File: config.mk
export PLATFORM = sky130hd
export DESIGN_NAME = serial_add_sequencer
export DESIGN_NICKNAME = d
export VERILOG_FILES = /design/src/rtl/serial_add_sequencer.sv
export SDC_FILE = /design/constraint.sdc
export NUM_CORES = 1
export LEC_CHECK = 0
export ABC_AREA = 1
export CORE_ASPECT_RATIO = 0.7
export CORE_MARGIN = 2
export CORE_UTILIZATION = 40
export DETAILED_ROUTE_END_ITERATION = 6
export PLACE_DENSITY = 0.65
export SETUP_SLACK_MARGIN = 0.3
export SLEW_MARGIN = 20
export SYNTH_ARGS = -nofsm -noshare
export SYNTH_HDL_FRONTEND = slang
export SYNTH_SLANG_ARGS = --single-unit
File: constraint.sdc
create_clock -name clk -period 2.4 [get_ports clk]
set_clock_uncertainty 0.15 [all_clocks]
set_input_delay 0.48 -clock clk [delete_from_list [all_inputs] [get_ports clk]]
set_output_delay 0.48 -clock clk [all_outputs]
set_load 0.03 [all_outputs]
File: src/rtl/serial_add_sequencer.sv
// serial_add_sequencer
// Bit-serial adder: one MUX-based full-adder cell is reused for WIDTH cycles,
// operands are consumed LSB-first and the sum is assembled MSB-in, shifting right.
// Operands arrive over a valid/ready handshake; the result leaves over another.

module serial_add_sequencer #(
  parameter int WIDTH = 8
) (
  input  logic             clk,
  input  logic             rst,
  input  logic             in_valid,
  output logic             in_ready,
  input  logic [WIDTH-1:0] a,
  input  logic [WIDTH-1:0] b,
  input  logic             cin,
  output logic             out_valid,
  input  logic             out_ready,
  output logic [WIDTH-1:0] sum,
  output logic             cout,
  output logic             ovf,
  output logic             busy
);

  // Counter is wide enough to hold WIDTH-1 without ever wrapping, even for WIDTH=1.
  localparam int CW = $clog2(WIDTH) + 1;
  localparam logic [CW-1:0] LAST_BIT = CW'(WIDTH - 1);

  typedef enum logic [1:0] {
    IDLE = 2'd0,
    RUN  = 2'd1,
    DONE = 2'd2
  } state_e;

  state_e          state_q, state_d;
  logic [WIDTH-1:0] a_sh_q, a_sh_d;
  logic [WIDTH-1:0] b_sh_q, b_sh_d;
  logic [WIDTH-1:0] sum_q, sum_d;
  logic            carry_q, carry_d;
  logic            cout_q, cout_d;
  logic            ovf_q, ovf_d;
  logic [CW-1:0]   cnt_q, cnt_d;

  logic            cell_p_s;
  logic            cell_sum_s;
  logic            cell_co_s;

  // Full-adder cell built from 2:1 muxes: propagate selects between carry and generate.
  function automatic logic [1:0] mux_full_add(input logic fa, input logic fb, input logic fc);
    logic p;
    logic s;
    logic co;
    p  = fa ^ fb;
    s  = fc ? ~p : p;
    co = p ? fc : fa;
    return {co, s};
  endfunction

  // Evaluate the shared cell on the current LSBs and the held carry.
  always_comb begin
    {cell_co_s, cell_sum_s} = mux_full_add(a_sh_q[0], b_sh_q[0], carry_q);
    cell_p_s = a_sh_q[0] ^ b_sh_q[0];
  end

  // Next-state and datapath control for the three-state sequencer.
  always_comb begin
    state_d = state_q;
    a_sh_d  = a_sh_q;
    b_sh_d  = b_sh_q;
    sum_d   = sum_q;
    carry_d = carry_q;
    cout_d  = cout_q;
    ovf_d   = ovf_q;
    cnt_d   = cnt_q;
    case (state_q)
      IDLE: begin
        if (in_valid) begin
          a_sh_d  = a;
          b_sh_d  = b;
          carry_d = cin;
          cnt_d   = '0;
          state_d = RUN;
        end else begin
          state_d = IDLE;
        end
      end
      RUN: begin
        // Operands shift right; new sum bit enters at the MSB so bit 0 lands last.
        a_sh_d  = a_sh_q >> 1;
        b_sh_d  = b_sh_q >> 1;
        sum_d   = sum_q >> 1;
        sum_d[WIDTH-1] = cell_sum_s;
        carry_d = cell_co_s;
        cnt_d   = cnt_q + CW'(1);
        if (cnt_q == LAST_BIT) begin
          // carry_q here is the carry into the MSB.
          cout_d  = cell_co_s;
          ovf_d   = carry_q ^ cell_co_s;
          state_d = DONE;
        end else begin
          state_d = RUN;
        end
      end
      DONE: begin
        if (out_ready) begin
          state_d = IDLE;
        end else begin
          state_d = DONE;
        end
      end
      default: begin
        state_d = IDLE;
      end
    endcase
  end

  // State and datapath registers; reset aborts any operation in flight.
  always_ff @(posedge clk or posedge rst) begin
    if (rst) begin
      state_q <= IDLE;
      a_sh_q  <= '0;
      b_sh_q  <= '0;
      sum_q   <= '0;
      carry_q <= 1'b0;
      cout_q  <= 1'b0;
      ovf_q   <= 1'b0;
      cnt_q   <= '0;
    end else begin
      state_q <= state_d;
      a_sh_q  <= a_sh_d;
      b_sh_q  <= b_sh_d;
      sum_q   <= sum_d;
      carry_q <= carry_d;
      cout_q  <= cout_d;
      ovf_q   <= ovf_d;
      cnt_q   <= cnt_d;
    end
  end

  // Handshake flags are pure decodes of the state register, so they are glitch-free.
  always_comb begin
    in_ready  = (state_q == IDLE);
    out_valid = (state_q == DONE);
    busy      = (state_q == RUN) || (state_q == DONE);
    sum       = sum_q;
    cout      = cout_q;
    ovf       = ovf_q;
  end

  // Propagate term is only observed inside the cell; keep it referenced.
  logic unused_s;
  assign unused_s = cell_p_s;

endmodule

==> results of run 1 <==
## repair_timing
| action | CTS | global route |
|---|---|---|
| gates resized for setup | 3 | 1 |
| hold buffers | 0 | 0 |
| endpoints found under the setup margin | 3 | 2 |
| setup buffers | 0 | 0 |
## sequential cells by signal (all words and copies together) (netlist names)
name     count
ovf          1
cout         1
cnt_q        4
sum          8
state_q      2
b_sh_q       8
carry_q      1
a_sh_q       8
## worst paths after layout
| check | endpoint | slack (ns) | cells past startpoint |
|---|---|---|---|
| worst max-delay path | busy | 0.38 | 3 |
| worst min-delay path | b_sh_q[7] | 0.32 | 2 |
| worst max register to register | cnt_q[0] | 0.59 | 7 |
| worst min register to register | b_sh_q[7] | 0.32 | 2 |
| max in group asynchronous | b_sh_q[6] | 1.37 | 3 |
| min in group asynchronous | a_sh_q[3] | 0.43 | 3 |
## synthesized netlist by cell type, drive strengths merged
| cell | count | area share [%] |
|---|---|---|
| inv | 30 | 6.9 |
| nand3 | 8 | 2.5 |
| o21ai | 34 | 10 |
| nand2 | 75 | 18 |
| nor2 | 4 | 0.92 |
| dfrtp | 33 | 51 |
| ha | 5 | 3.8 |
| a21oi | 5 | 1.5 |
| buf | 8 | 4.9 |
| o211ai | 1 | 0.46 |
## cell usage in the layout, fill, tap and decap left out
cell type | synthesis | layout
dlygate4sd2_1 | 0 | 3
nand2_1 | 74 | 74
o21ai_1 | 14 | 14
dfrtp_1 | 33 | 33
nor2_1 | 4 | 4
ha_2 | 0 | 1
clkdlybuf4s50_1 | 0 | 30
o211ai_1 | 1 | 1
o21ai_0 | 20 | 20
buf_4 | 1 | 2
bufinv_16 | 0 | 2
inv_2 | 1 | 1
nand3_1 | 8 | 8
inv_1 | 29 | 29
ha_1 | 5 | 4
nand2_4 | 1 | 1
clkinv_2 | 0 | 1
clkbuf_8 | 0 | 5
a21oi_1 | 5 | 5
## worst reg2reg max path: cells and delay by family, from the launching register on
| kind | cells | cell delay, ns |
|---|---|---|
| and+or+nand+nor | 3 | 0.51 |
| buffers and inverters | 2 | 0.25 |
| AOI/OAI and AO/OA | 1 | 0.07 |
| DFF | 1 | 0.40 |
| adders and majority gates | 1 | 0.31 |
## final cells by class
class                           instances  share of cell area (%)
Sequential cell                        33                    39.5
Multi-Input combinational cell        132                    29.3
Timing Repair Buffer                   35                    16.3
Inverter                               30                    5.39
Clock buffer                            5                    3.29
Clock inverter                          3                    3.11
Tap cell                               52                    3.11
## metrics by stage
stage	setup WS, ns	hold WS (ns)	utilization [%]	power, W	cells
floorplan	0.767	0.292	-	0.00191	203
global placement	0.432	0.310	49.9	0.00215	282
detailed placement	0.406	0.313	49.9	0.00217	282
CTS	0.383	0.329	53.2	0.00280	290
global route	0.331	0.343	53.3	0.00301	290
finish	0.384	0.322	53.3	0.00277	290
## per-layer routing
metal | global-route usage [%] | vias up
met5 | 0 | -
met4 | 5.81 | 0
met3 | 4.43 | 8
met2 | 22.5 | 37
met1 | 19.4 | 603
li1 | - | 694
## where the power goes
group          switching, W  internal [W]
clock              0.000206      0.000412
combinational      0.000806      0.000444
sequential         0.000116      0.000785
total               0.00113       0.00164
## logic make-up (layout without fill, tap and decap cells)
| group | count (synthesis) | count (layout) | synth area share (%) |
|---|---|---|---|
| buf+inv | 38 | 73 | 11.8 |
| flops | 33 | 33 | 50.7 |
| compound gates | 40 | 40 | 12.5 |
| fa+ha+maj | 5 | 5 | 3.84 |
| simple gates | 87 | 87 | 21.1 |
==> metrics.md, run 1 <==
| Metric | Value |
|---|---|
| Slowest cell delay on critical path | `0.39 ns` |
| Syn avg cell area | `~8 um^2` |
| Max-Cap Viols | `0` |
| Via density | `4.63` |
| Worst-margin pin slew | `around 0.51 ns` |
| Clk slew on worst S/H paths | `approximately 0.070 ns` |
| Post-DP Area | `~0.0020 mm^2` |
| RSZ-0062 raised after global routing | `no` |
| Worst path slowest cell | `dlygate4sd2_1` |
| Post-DP HPWL | `between 2000 and 2500 um` |
| Die ar. | `roughly 0.0046 mm^2` |
| Reg-to-Reg Start | `state_q[1]` |
| Crit-path max FO | `3` |
| Antenna cells | `0` |
| Final Critical Period | `2.02 ns` |
| Worst Setup End Kind | `output pin` |
| Setup violations, final | `0` |
| # clock sinks | `33` |
| GR Util All Layers | `between 10 and 15%` |
| DRC viols | `0` |
| Global-route wire length before repair | `just over 5000 um` |
| H-tree depth | `2` |
| Cell Rows | `19` |
| Final Routed Wirelength | `3070 um` |
| Syn Nets | `approximately 230` |
| Critical Path, Cell by Cell | `inv_1 -> ha_1 -> dlygate4sd2_1` |
| PwrDens | `between 1000 and 1500 mW/mm^2` |
| M1 wire length | `roughly 1500 um` |
| Die W | `between 80 and 90 um` |
| Wire length on met3 | `180 um` |
| Port Buffers | `33` |
| Pre-Repair DR Iteration Count | `4` |
| Critical Path Source | `state_q[0]` |
| Nets | `263` |
| Routed vias | `1342` |
| Seq cells post-synth | `33` |
| Total CTS buffers | `5` |
| 1st-iter DRT viols | `104` |
| Crit share post-route | `a little over four fifths` |
| WP data arrival | `between 1 and 1.5 ns` |
| Synth warn | `0` |
| Worst Hold Launch | `b_sh_q[7]` |
| Worst setup SP type | `flop` |
| Post-synthesis cell type count | `15` |
| Worst Setup Path Type | `flop to output pin` |
| Routed length per instance | `10.6 um` |
| Via count of the first global-routing pass | `approximately 1200` |
| Hold Crit Class | `flop to flop` |
| Core ar. | `around 0.0039 mm^2` |
| Multi-input gate area in the final layout | `612 um^2` |
| Initial Util | `between 40% and 50%` |
| DR top layer | `met4` |
| CTS max path bufs | `2` |
| WP data required | `around 1.8 ns` |
| Reg area | `between 800 and 900 um^2` |
| # IOs | `34` |
| Final global-route overflow total | `0` |
| Initial antenna violation count | `0` |
| Relative slew slack | `around two thirds` |
| Pleak | `between 1 and 1.5 nW` |
| Routed met2 length | `between 1000 and 1500 um` |
| Maximum operating frequency | `between 400 and 500 MHz` |
| Max rail drop VDD | `0.722 mV` |
| Register area share after synthesis | `a little over 50%` |
| Synthesis-to-finish area growth | `28.4%` |
| Setup TNS Final | `0 ns` |
| CTS tree | `done` |
| Largest net degree at the start of global routing | `36` |
| Worst-skew pair later-pin latency | `between 0.2 and 0.3 ns` |
| Die Y-Extent | `between 50 and 60 um` |
| Post-route ant nets | `0` |
| Delay-heaviest family, CP | `buffers and inverters` |
| Routability cong. | `between 0.7 and 0.8` |
| Synth Cell Area | `around 0.0016 mm^2` |
| WP buf/inv | `2` |
| Post-Layout Inst Area | `about 0.0021 mm^2` |
| Max Slew Vio Count | `0` |
| Final hold vios | `0` |
| Syn Inst Count | `203` |
| Fill count | `between 300 and 400` |
| Layout cell share with drive strength beyond 1 | `under 10%` |
| Status | `completed` |
| CTS root buf | `clkbuf_8` |
No activity file was read; power rests on OpenSTA's default activity.
==> run 2: changes to the inputs <==
--- a/config.mk
+++ b/config.mk
@@ -10,7 +10,7 @@
 export CORE_MARGIN = 2
 export CORE_UTILIZATION = 40
 export DETAILED_ROUTE_END_ITERATION = 6
-export PLACE_DENSITY = 0.65
+export PLACE_DENSITY = 0.68
 export SETUP_SLACK_MARGIN = 0.3
 export SLEW_MARGIN = 20
 export SYNTH_ARGS = -nofsm -noshare
==> constraint.sdc (replaced) <==
create_clock -name clk -period 1.7 [get_ports clk]
set_clock_uncertainty 0.15 [all_clocks]
set_input_delay 0.34 -clock clk [delete_from_list [all_inputs] [get_ports clk]]
set_output_delay 0.34 -clock clk [all_outputs]
set_load 0.03 [all_outputs]
==> run 2 against run 1 <==
Effect of this change: global-route usage up 4.2 points; sequential power is 44% higher; first-iteration DRC count is 2.9% higher; sequential cell count unchanged; non-clock buffer count up 21; power up 110%; cell count grew 9.3%; via count up 18%; critical path depth increased by 6; die area did not move; worst hold slack worse by 0.083 ns; clock power up 27%; largest power group unchanged.
==> metrics.md, run 2 (synthesis gave the netlist of run 1 again) <==
| Metric | Value |
|---|---|
| Max-Cap Viols | `0` |
| Multi-input gate area in the final layout | `863 um^2` |
| Setup violations, final | `0` |
| Total CTS buffers | `5` |
| Combinational share of power | `approximately 64%` |
| Worst-skew pair later-pin latency | `0.29 ns` |
| Largest net degree at the start of global routing | `34` |
| Final Critical Period | `between 1.5 and 2 ns` |
| RSZ-0062 raised after global routing | `yes` |
| Nets | `290` |
| Final hold vios | `0` |
| Cell Rows | `19` |
| PwrDens | `around 2100 mW/mm^2` |
| Die Y-Extent | `between 50 and 60 um` |
| Via density | `between 4 and 5` |
| Commonest non-fill, non-tap cell in the layout | `nand2_1` |
| Initial antenna violation count | `0` |
| Antenna cells | `0` |
| Worst Setup End Kind | `flop` |
| Final Core Density | `slightly below 70%` |
| Synthesis-to-finish area growth | `66.7%` |
| Port Buffers | `33` |
| Pleak | `1.36 nW` |
| Maximum operating frequency | `about 600 MHz` |
| Routed length per instance | `approximately 15 um` |
| Initial Util | `41.5%` |
| CTS root buf | `clkbuf_8` |
| Hold Crit Class | `input port to asynchronous set/reset pin` |
| GR Util All Layers | `around a fifth` |
| Worst setup SP type | `flop` |
| Final Routed Wirelength | `about 4700 um` |
| DRC viols | `0` |
| Layout cell share with drive strength beyond 1 | `39.2%` |
| Routability cong. | `between 0.7 and 0.8` |
| Worst Setup Path Type | `flop to flop` |
| CTS tree | `done` |
| Post-route ant nets | `0` |
| P_sw | `between 0.002 and 0.0025 W` |
| # clock sinks | `33` |
| WP data required | `1.72 ns` |
| WP data arrival | `1.69 ns` |
| Pint | `around 0.0032 W` |
| Crit share post-route | `around 98%` |
| Die ar. | `roughly 0.0046 mm^2` |
| Pre-Repair DR Iteration Count | `4` |
| R2r worst-path depth | `9` |
| Routed vias | `~1600` |
| # IOs | `34` |
| Setup TNS Final | `0 ns` |
| Share of power burned in registers | `a little under a quarter` |
| Via count of the first global-routing pass | `1457` |
| Crit-path max FO | `8` |
| Die W | `around 80 um` |
| Core ar. | `just under 0.004 mm^2` |
| H-tree depth | `2` |
| Status | `completed` |
| Max Slew Vio Count | `0` |
| Post-CTS Hold Buffers | `0` |
| 1st-iter DRT viols | `between 100 and 150` |
| Clk slew on worst S/H paths | `0.07 ns` |
| Sw Share | `roughly 44%` |
| Clock power share | `13.7%` |
| CTS max path bufs | `2` |
| Worst-margin pin slew | `~0.22 ns` |
| Post-DP HPWL | `about 2200 um` |
| Relative slew slack | `between 80% and 90%` |
| Reg area | `approximately 830 um^2` |
| Global-route wire length before repair | `approximately 6500 um` |
| Max rail drop VDD | `approximately 1.1 mV` |
| Commonest cells after routing, fill and taps aside | `55 x nand2_1, 33 x dfrtp_1, 24 x inv_1` |
| Final global-route overflow total | `0` |
| Fill count | `285` |
[run 2: cell count changes in the layout (fill, tap and decap cells not counted), sizes merged, moves of 3 or more]
cell / before / now
buf: 2 / 33
clkdlybuf4s50: 30 / 20
dlygate4sd2: 3 / 0
inv: 30 / 34
clkbuf: 5 / 10
[run 2: layer usage]
layer,GRT usage (%),up-vias,part of all wire (%)
met5,0,-,0
met4,7.51,0,3.4
met3,5.06,19,6.9
met2,28.7,65,46
met1,25.5,733,43
li1,-,762,-
[run 2: final cells by class]
type | count | share of cell area [%]
multi-input combinational | 133 | 31.8
sequential | 33 | 30.4
timing repair buffer | 56 | 24.0
inverter | 30 | 4.84
clock buffer | 7 | 3.18
tap | 52 | 2.40
timing repair inverter | 5 | 2.26
clock inverter | 1 | 1.11
[run 2: power groups by stage]
| stage | logic, W | registers, W | clock network, W |
|---|---|---|---|
| floorplan | 0.00129 | 0.00147 | 0 |
| global placement | 0.00186 | 0.00128 | 0 |
| detailed placement | 0.00191 | 0.00129 | 0 |
| CTS | 0.00287 | 0.00127 | 0.000795 |
| global route | 0.00387 | 0.00133 | 0.000838 |
| finish | 0.00363 | 0.00130 | 0.000786 |
[run 2: final timing paths]
path                       startpoint        end  slack, ns
setup / recovery           state_q[1]  a_sh_q[0]       0.03
hold / removal                    rst  b_sh_q[4]       0.24
setup reg to reg           state_q[1]  a_sh_q[0]       0.03
hold reg to reg             a_sh_q[7]  a_sh_q[7]       0.34
max in group asynchronous         rst   cnt_q[3]       0.97
min in group clk            a_sh_q[7]  a_sh_q[7]       0.34
[run 2: critical path: stages, from the launching register on]
cell and delay, ns:
dfrtp_1 0.42, inv_2 0.11, buf_6 0.11, ha_4 0.17, buf_12 0.22, clkinv_8 0.09, nand2_1 0.07, o21ai_1 0.08
nand2_2 0.06, o21ai_1 0.07
[run 2: repair_timing]
item | CTS | global route
buffers inserted | 9 | 6
endpoints found under the hold margin | 0 | 0
cloned | 7 | 4
gates resized for setup | 93 | 60
setup endpoints to repair | 41 | 37
pin swaps | 3 | 20
[run 2: stage by stage]
step           hold WS [ns]  setup WS (ns)  area (um^2)  std cells  power (W)
2_1_floorplan         0.292          0.295         1650        203    0.00276
3_3_place_gp          0.308         0.0622         2000        283    0.00314
3_5_place_dp          0.314        -0.0162         2000        283    0.00320
4_1_cts               0.248         0.0669         2430        307    0.00494
5_1_grt               0.248       -0.00307         2710        317    0.00604
6_report              0.239         0.0274         2710        317    0.00572
==> run 3: changes to the inputs <==
--- a/config.mk
+++ b/config.mk
@@ -10,6 +10,7 @@
 export CORE_MARGIN = 2
 export CORE_UTILIZATION = 40
 export DETAILED_ROUTE_END_ITERATION = 6
+export HOLD_SLACK_MARGIN = 0.02
 export PLACE_DENSITY = 0.68
 export SETUP_SLACK_MARGIN = 0.3
 export SLEW_MARGIN = 20
==> results of run 3 <==
Same layout as run 2: the final DEF is identical, and so are final timing and power.
